### config.mk
export PLATFORM = sky130hd
export DESIGN_NAME = dreg_bank
export DESIGN_NICKNAME = d
export VERILOG_FILES = /design/src/rtl/dreg_bank.sv
export SDC_FILE = /design/constraint.sdc
export NUM_CORES = 1
export LEC_CHECK = 0
export BUFFER_PORTS_ARGS = -buffer_cell sky130_fd_sc_hd__clkbuf_2
export CAP_MARGIN = 20
export CORE_MARGIN = 5
export CORE_UTILIZATION = 39
export CTS_CLUSTER_SIZE = 30
export DETAILED_ROUTE_END_ITERATION = 8
export HOLD_SLACK_MARGIN = 0.02
export PLACE_DENSITY = 0.72
export SLEW_MARGIN = 0
export SYNTH_ARGS = -nofsm -noshare
export SYNTH_HDL_FRONTEND = slang
export SYNTH_SLANG_ARGS = --single-unit
### constraint.sdc
create_clock -name clk -period 1.3 [get_ports clk]
set_clock_uncertainty 0.15 [all_clocks]
set_input_delay 0.065 -clock clk [delete_from_list [all_inputs] [get_ports clk]]
set_output_delay 0.065 -clock clk [all_outputs]
set_load 0.05 [all_outputs]
### src/rtl/dreg_bank.sv
// Dual-read-port register bank with per-entry written flags, write-to-read
// bypass, synchronous clear and registered read data.
module dreg_bank #(
   parameter int WIDTH = 8,
   parameter int DEPTH = 4
) (
   input  logic                     clk,
   input  logic                     rst_n,
   input  logic                     clr,
   input  logic                     we,
   input  logic [$clog2(DEPTH)-1:0] waddr,
   input  logic [WIDTH-1:0]         d,
   input  logic [$clog2(DEPTH)-1:0] ra0,
   input  logic [$clog2(DEPTH)-1:0] ra1,
   input  logic                     re0,
   input  logic                     re1,
   output logic [WIDTH-1:0]         q0,
   output logic [WIDTH-1:0]         q1,
   output logic [WIDTH-1:0]         qbar0,
   output logic [WIDTH-1:0]         qbar1,
   output logic                     hit0,
   output logic                     hit1
);

   localparam int AW = $clog2(DEPTH);

   logic [WIDTH-1:0] mem_r [DEPTH];
   logic [DEPTH-1:0] flag_r;
   logic             wr_en_s;
   logic [WIDTH:0]   rd0_s;
   logic [WIDTH:0]   rd1_s;

   // Effective write strobe: clear wins, out-of-range addresses never match an entry.
   always_comb begin
      wr_en_s = 1'b0;
      if (we && !clr) begin
         wr_en_s = 1'b0;
         for (int i = 0; i < DEPTH; i++) begin
            if (waddr == AW'(i)) begin
               wr_en_s = 1'b1;
            end else begin
               wr_en_s = wr_en_s;
            end
         end
      end else begin
         wr_en_s = 1'b0;
      end
   end

   // Storage array and written flags.
   always_ff @(posedge clk or negedge rst_n) begin
      if (!rst_n) begin
         flag_r <= '0;
         for (int i = 0; i < DEPTH; i++) begin
            mem_r[i] <= '0;
         end
      end else if (clr) begin
         flag_r <= '0;
         for (int i = 0; i < DEPTH; i++) begin
            mem_r[i] <= '0;
         end
      end else if (wr_en_s) begin
         for (int i = 0; i < DEPTH; i++) begin
            if (waddr == AW'(i)) begin
               mem_r[i]  <= d;
               flag_r[i] <= 1'b1;
            end
         end
      end
   end

   // Read lookup for port 0: {hit, data}; unwritten or out-of-range yields zero.
   always_comb begin
      rd0_s = '0;
      if (clr) begin
         rd0_s = '0;
      end else if (wr_en_s && (ra0 == waddr)) begin
         rd0_s = {1'b1, d};
      end else begin
         for (int i = 0; i < DEPTH; i++) begin
            if ((ra0 == AW'(i)) && flag_r[i]) begin
               rd0_s = {1'b1, mem_r[i]};
            end else begin
               rd0_s = rd0_s;
            end
         end
      end
   end

   // Read lookup for port 1, identical rules to port 0.
   always_comb begin
      rd1_s = '0;
      if (clr) begin
         rd1_s = '0;
      end else if (wr_en_s && (ra1 == waddr)) begin
         rd1_s = {1'b1, d};
      end else begin
         for (int i = 0; i < DEPTH; i++) begin
            if ((ra1 == AW'(i)) && flag_r[i]) begin
               rd1_s = {1'b1, mem_r[i]};
            end else begin
               rd1_s = rd1_s;
            end
         end
      end
   end

   // Registered read port 0; holds when not enabled.
   always_ff @(posedge clk or negedge rst_n) begin
      if (!rst_n) begin
         q0   <= '0;
         hit0 <= 1'b0;
      end else if (re0) begin
         q0   <= rd0_s[WIDTH-1:0];
         hit0 <= rd0_s[WIDTH];
      end
   end

   // Registered read port 1; holds when not enabled.
   always_ff @(posedge clk or negedge rst_n) begin
      if (!rst_n) begin
         q1   <= '0;
         hit1 <= 1'b0;
      end else if (re1) begin
         q1   <= rd1_s[WIDTH-1:0];
         hit1 <= rd1_s[WIDTH];
      end
   end

   assign qbar0 = ~q0;
   assign qbar1 = ~q1;

endmodule

### Yosys cells after proc, flatten, opt, wreduce, memory -nomap -nowiden

Cells that the tools add are included.

* equal/unequal tests: 11
* muxes and demuxes: 29
* bitwise logic cells: 2
* reduce and logical (&&, ||, !) cells: 24

Operators with widths (count)
* $mux W9: 12
* $mux W32: 2
* $mux W8: 4
* $not A8 Y8: 2
* $eq A2 B2 Y1 const B: 6
* $logic_and A1 B1 Y1: 11
* $reduce_bool A2 Y1: 5
* $mux W1: 9
* $mux W4: 2
* $reduce_and A2 Y1: 4
* $eq A2 B1 Y1 const B: 3
* $logic_not A2 Y1: 3
* $eq A2 B2 Y1: 2
* $logic_not A1 Y1: 1

* flip-flop bits (word level): 54
* input bits: 20
* output and inout port bits: 34
* logic and storage cells: 78

### Depth between registers and ports, before layout

* word-level depth: 9
* gate-level depth with buffers: 6
* mapped depth without buffers: 3

### Worst setup path before layout

No wires, ideal clock.

* path kind: register to register
* from: reg flag_r[1]
* to: reg hit1
* library setup time: 0.134 ns
* arrival: 1.177 ns
* required time: 1.016 ns
* path slack: -0.161 ns
* stages on the path, launching flop included: 5
* buffers on the path: 1
* period minus slack after synthesis: 1.461 ns
* path through: dfrtp_1 > buf_2 > mux4_1 > a31oi_1 > o22ai_1

* word-level cells in the longest chain between the ends: 6

Ends and longest elaborated chain
* start, declared: line 28 `logic [DEPTH-1:0] flag_r;`
* start signal, assigned: line 53 `flag_r <= '0;`
* start signal, assigned: line 58 `flag_r <= '0;`
* start signal, assigned by index: line 66 `flag_r[i] <= 1'b1;`
* $logic_and A1 B1 Y1: line 99 `if ((ra1 == AW'(i)) && flag_r[i]) begin`
* $mux W9 (3 in series): line 99
* $mux W9: line 95 `end else if (wr_en_s && (ra1 == waddr)) begin`
* $mux W9: line 93 `if (clr) begin`
* end signal, assigned: line 126 `hit1 <= rd1_s[WIDTH];`
* end, declared: line 22 `output logic hit1`

Every way passes these cells.
A chain may end at the register's enable or synchronous reset.

### Final worst setup path

* from: reg flag_r[0]
* to: reg hit0

* word-level cells in the longest chain between the ends: 7

Ends and longest elaborated chain
* $logic_and A1 B1 Y1: line 81 `if ((ra0 == AW'(i)) && flag_r[i]) begin`
* $mux W9 (4 in series): line 81
* $mux W9: line 77 `end else if (wr_en_s && (ra0 == waddr)) begin`
* $mux W9: line 75 `if (clr) begin`
* end signal, assigned: line 115 `hit0 <= rd0_s[WIDTH];`
* end, declared: line 21 `output logic hit0,`

Every way passes these cells.

==> results.md <==
- Critical-path cell list: mux4_2 > a31oi_2 > o22ai_1
- Initial antenna violation count: 0
- Clk pin slew, worst setup/hold paths: about 0.11 ns
- Critical-path top delay cell: mux4_2
- Post-DP HPWL: 7.970 mm
- Fin cells: roughly 580
- Drt total wl: 10.59 mm
- Number of distinct library cells after synthesis: 32
- Fill count: between 700 and 800
- Core ar.: between 8000 and 9000 µm²
- IO buf count: between 50 and 60
- Hold Path Cell Cnt: 4
- Reg2reg end: hit0
- Worst r2r path cells: 3
- Max-cap violations: 0
- Req. time, crit path: between 1 and 1.5 ns
- Initial Util: approximately two fifths
- Unrepaired setup endpoints after global routing: yes
- Critical path's largest stage delay: roughly 0.50 ns
- Drc violations: 0
- IO Pins: 54
- 1st-iter DRT viols: about 140
- GR Overflow Total: 0
- Via density: roughly 5.6
- Largest net degree at the start of global routing: 55
- GPL Wtd Cong: roughly 0.88
- Worst Setup SP: flag_r[0]
- Slew Limit Fails: 0
- Mapped Cells: 370
- Crit end category: register
- DRT Pass-1 Iters: 4
- Final hold vios: 0
- Worst EP arrival: between 1.5 and 2 ns
- H-Tree Depth: 2
- Reg2reg start: flag_r[0]
- Failing checks: negative setup slack
- Clk_lat worst skew: approximately 0.31 ns
- Hold Crit Class: in -> reg
- Worst setup margin: -0.2228 ns
- Final TNS setup: -2.623 ns
- Outcome: finished, violations left
- CP Launch Type: register
- Fmax: ~660 MHz
- Clock buffer depth: 2
- Die area: between 10000 and 15000 µm²
- Synthesized cell area: approximately 3400 µm²
- First-pass GRT wire length: about 17 mm
- Syn nets: 390
- Vias in the first global route: about 3200
- Worst setup path class: reg -> reg
- Seq cells post-synth: between 50 and 60
- N_diodes: 0
- VDD IR-drop max: a little over 400 µV
- Pre-CTS setup slack: -0.3446 ns
- Hold path startpoint: d[6]
- Worst setup endpoint: hit0
- Final setup fails: 18
- Power density cells: roughly 900 nW/µm²
- Area Growth Syn to Fin: 32.84%
- Clock Sinks: 54
- Final nets: 486
- GRT Resource Usage Total: 20.53%
- DIE WIDTH: 103.5 µm
- Min cycle time layout: 1.523 ns
- Total number of vias: approximately 3200
- Syn avg cell area: 9.205 µm²
- Post-route cell area: 4524 µm²
- Register area share after synthesis: 39.68%
- Tcrit/Tclk final: 117.1%
- Rel. slew slack: approximately 66%
- CTS tree: yes
- Final ANT Viol Nets: 0
- Worst-path maximum fanout: 8
- Ratio of cells with drive above 1 in the final layout: between 30% and 40%
- Area after DPL: about 4100 µm²
- Dpl cells: between 500 and 600
- Die Y: 103.5 µm
- Clock Tree Root: clkbuf_8
- Tightest Pin Transition: ~0.51 ns
- CTS buffer count: 5
- P_leak: roughly 0.0022 µW
- # rows: 34
- DR WL/cell: approximately 18 µm
- YS warnings: 0
- Reg2Reg Setup Slack: -0.22 ns
## stage by stage
| step | total power, µW | utilization (%) | hold WS, ns |
|---|---|---|---|
| after floorplan | 2428 | - | -0.3806 |
| after global placement | 2815 | 47.84 | -0.06399 |
| after detailed placement | 2837 | 47.84 | -0.05690 |
| after CTS | 4056 | 51.61 | 0.02856 |
| after global routing | 4221 | 52.39 | 0.04062 |
| final | 4066 | 52.39 | 0.04464 |
## power breakdown
group / internal, µW / switching [µW]
Sequential: 1750 / 76.2
Combinational: 384 / 674
Clock: 577 / 601
Total: 2710 / 1350
## state kept, by name (all words and copies together) (netlist names)
register / cells
flag_r: 4
mem_r: 32
hit0: 1
q1: 8
hit1: 1
q0: 8
## critical path, delay by kind of cell, from the launching register on
kind,cells,cell delay [ns]
muxes,1,0.50
DFF,1,0.49
AOI/OAI and AO/OA,2,0.27
## logic make-up after synthesis
family	count (synthesis)	share of synthesized area [%]
xor+xnor	4	1.910
buf+inv	57	7.678
mux	6	3.453
compound gates	97	20.28
flops	54	39.68
simple gates	152	27.00
## cells in the mapped netlist (all sizes together)
cell	instances	area, µm²
dfrtp	54	1351
nor2b	19	118.9
and3	17	111.4
a31oi	2	12.51
xnor2	4	65.06
nand3	1	5.000
a21oi	8	40.04
clkbuf	16	61.30
a21o	3	22.52
o22ai	2	12.51
inv	23	86.33
buf	18	113.9
nand2	64	240.2
nor2	4	15.01
nor4bb	2	20.02
a41oi	16	140.1
o31ai	30	230.2
mux4	4	97.59
mux2i	2	20.02
a311oi	14	122.6
o21ai	22	110.1
nor4b	1	23.77
and3b	44	385.4
## layer usage
metal | wire length [µm] | share of wire, % | GRT usage [%] | vias up
met3 | 686 | 6.5 | 3.622 | 25
met2 | 5071 | 48 | 33.28 | 106
met4 | 323 | 3.1 | 7.669 | 0
met5 | 0 | 0 | 0 | -
met1 | 4507 | 43 | 27.42 | 1554
li1 | - | - | - | 1539
## final cells by class
| cell class | instances | area (µm²) | area share [%] |
|---|---|---|---|
| multi-input cells | 259 | 1961 | 43.34 |
| clock inverters | 2 | 37.54 | 0.8296 |
| flip-flops and latches | 54 | 1356 | 29.98 |
| inverters | 23 | 86.33 | 1.908 |
| repair buffers | 123 | 875.8 | 19.36 |
| clock buffers | 6 | 72.57 | 1.604 |
| well taps | 108 | 135.1 | 2.987 |
## worst min-delay path by stage
stage / slack (ns) / end
5_1_grt: 0.04 / mem_r[30]
3_5_place_dp: -0.06 / q0[0]
2_1_floorplan: -0.38 / flag_r[0]
6_report: 0.04 / mem_r[14]
3_3_place_gp: -0.06 / q0[0]
4_1_cts: 0.03 / mem_r[14]
## layout by cell type, fill, tap and decap left out, types with 8 or more instances in the layout
cell           count
nand2_1           64
buf_4             55
dfrtp_1           50
and3b_1           44
clkbuf_2          44
o21ai_0           21
inv_1             20
nor2b_1           19
o31ai_1           19
a41oi_1           16
and3_1            15
a311oi_2          14
o31ai_2            9
a21oi_1            8
dlygate4sd3_1      8
## repair_timing
item,4_1_cts,5_1_grt
hold buffers,8,0
endpoints found under the setup margin,21,24
buffers inserted,0,2
pin swaps,13,4
gates resized for setup,29,18
endpoints found under the hold margin,76,0
(Power assumes the default switching activity.)
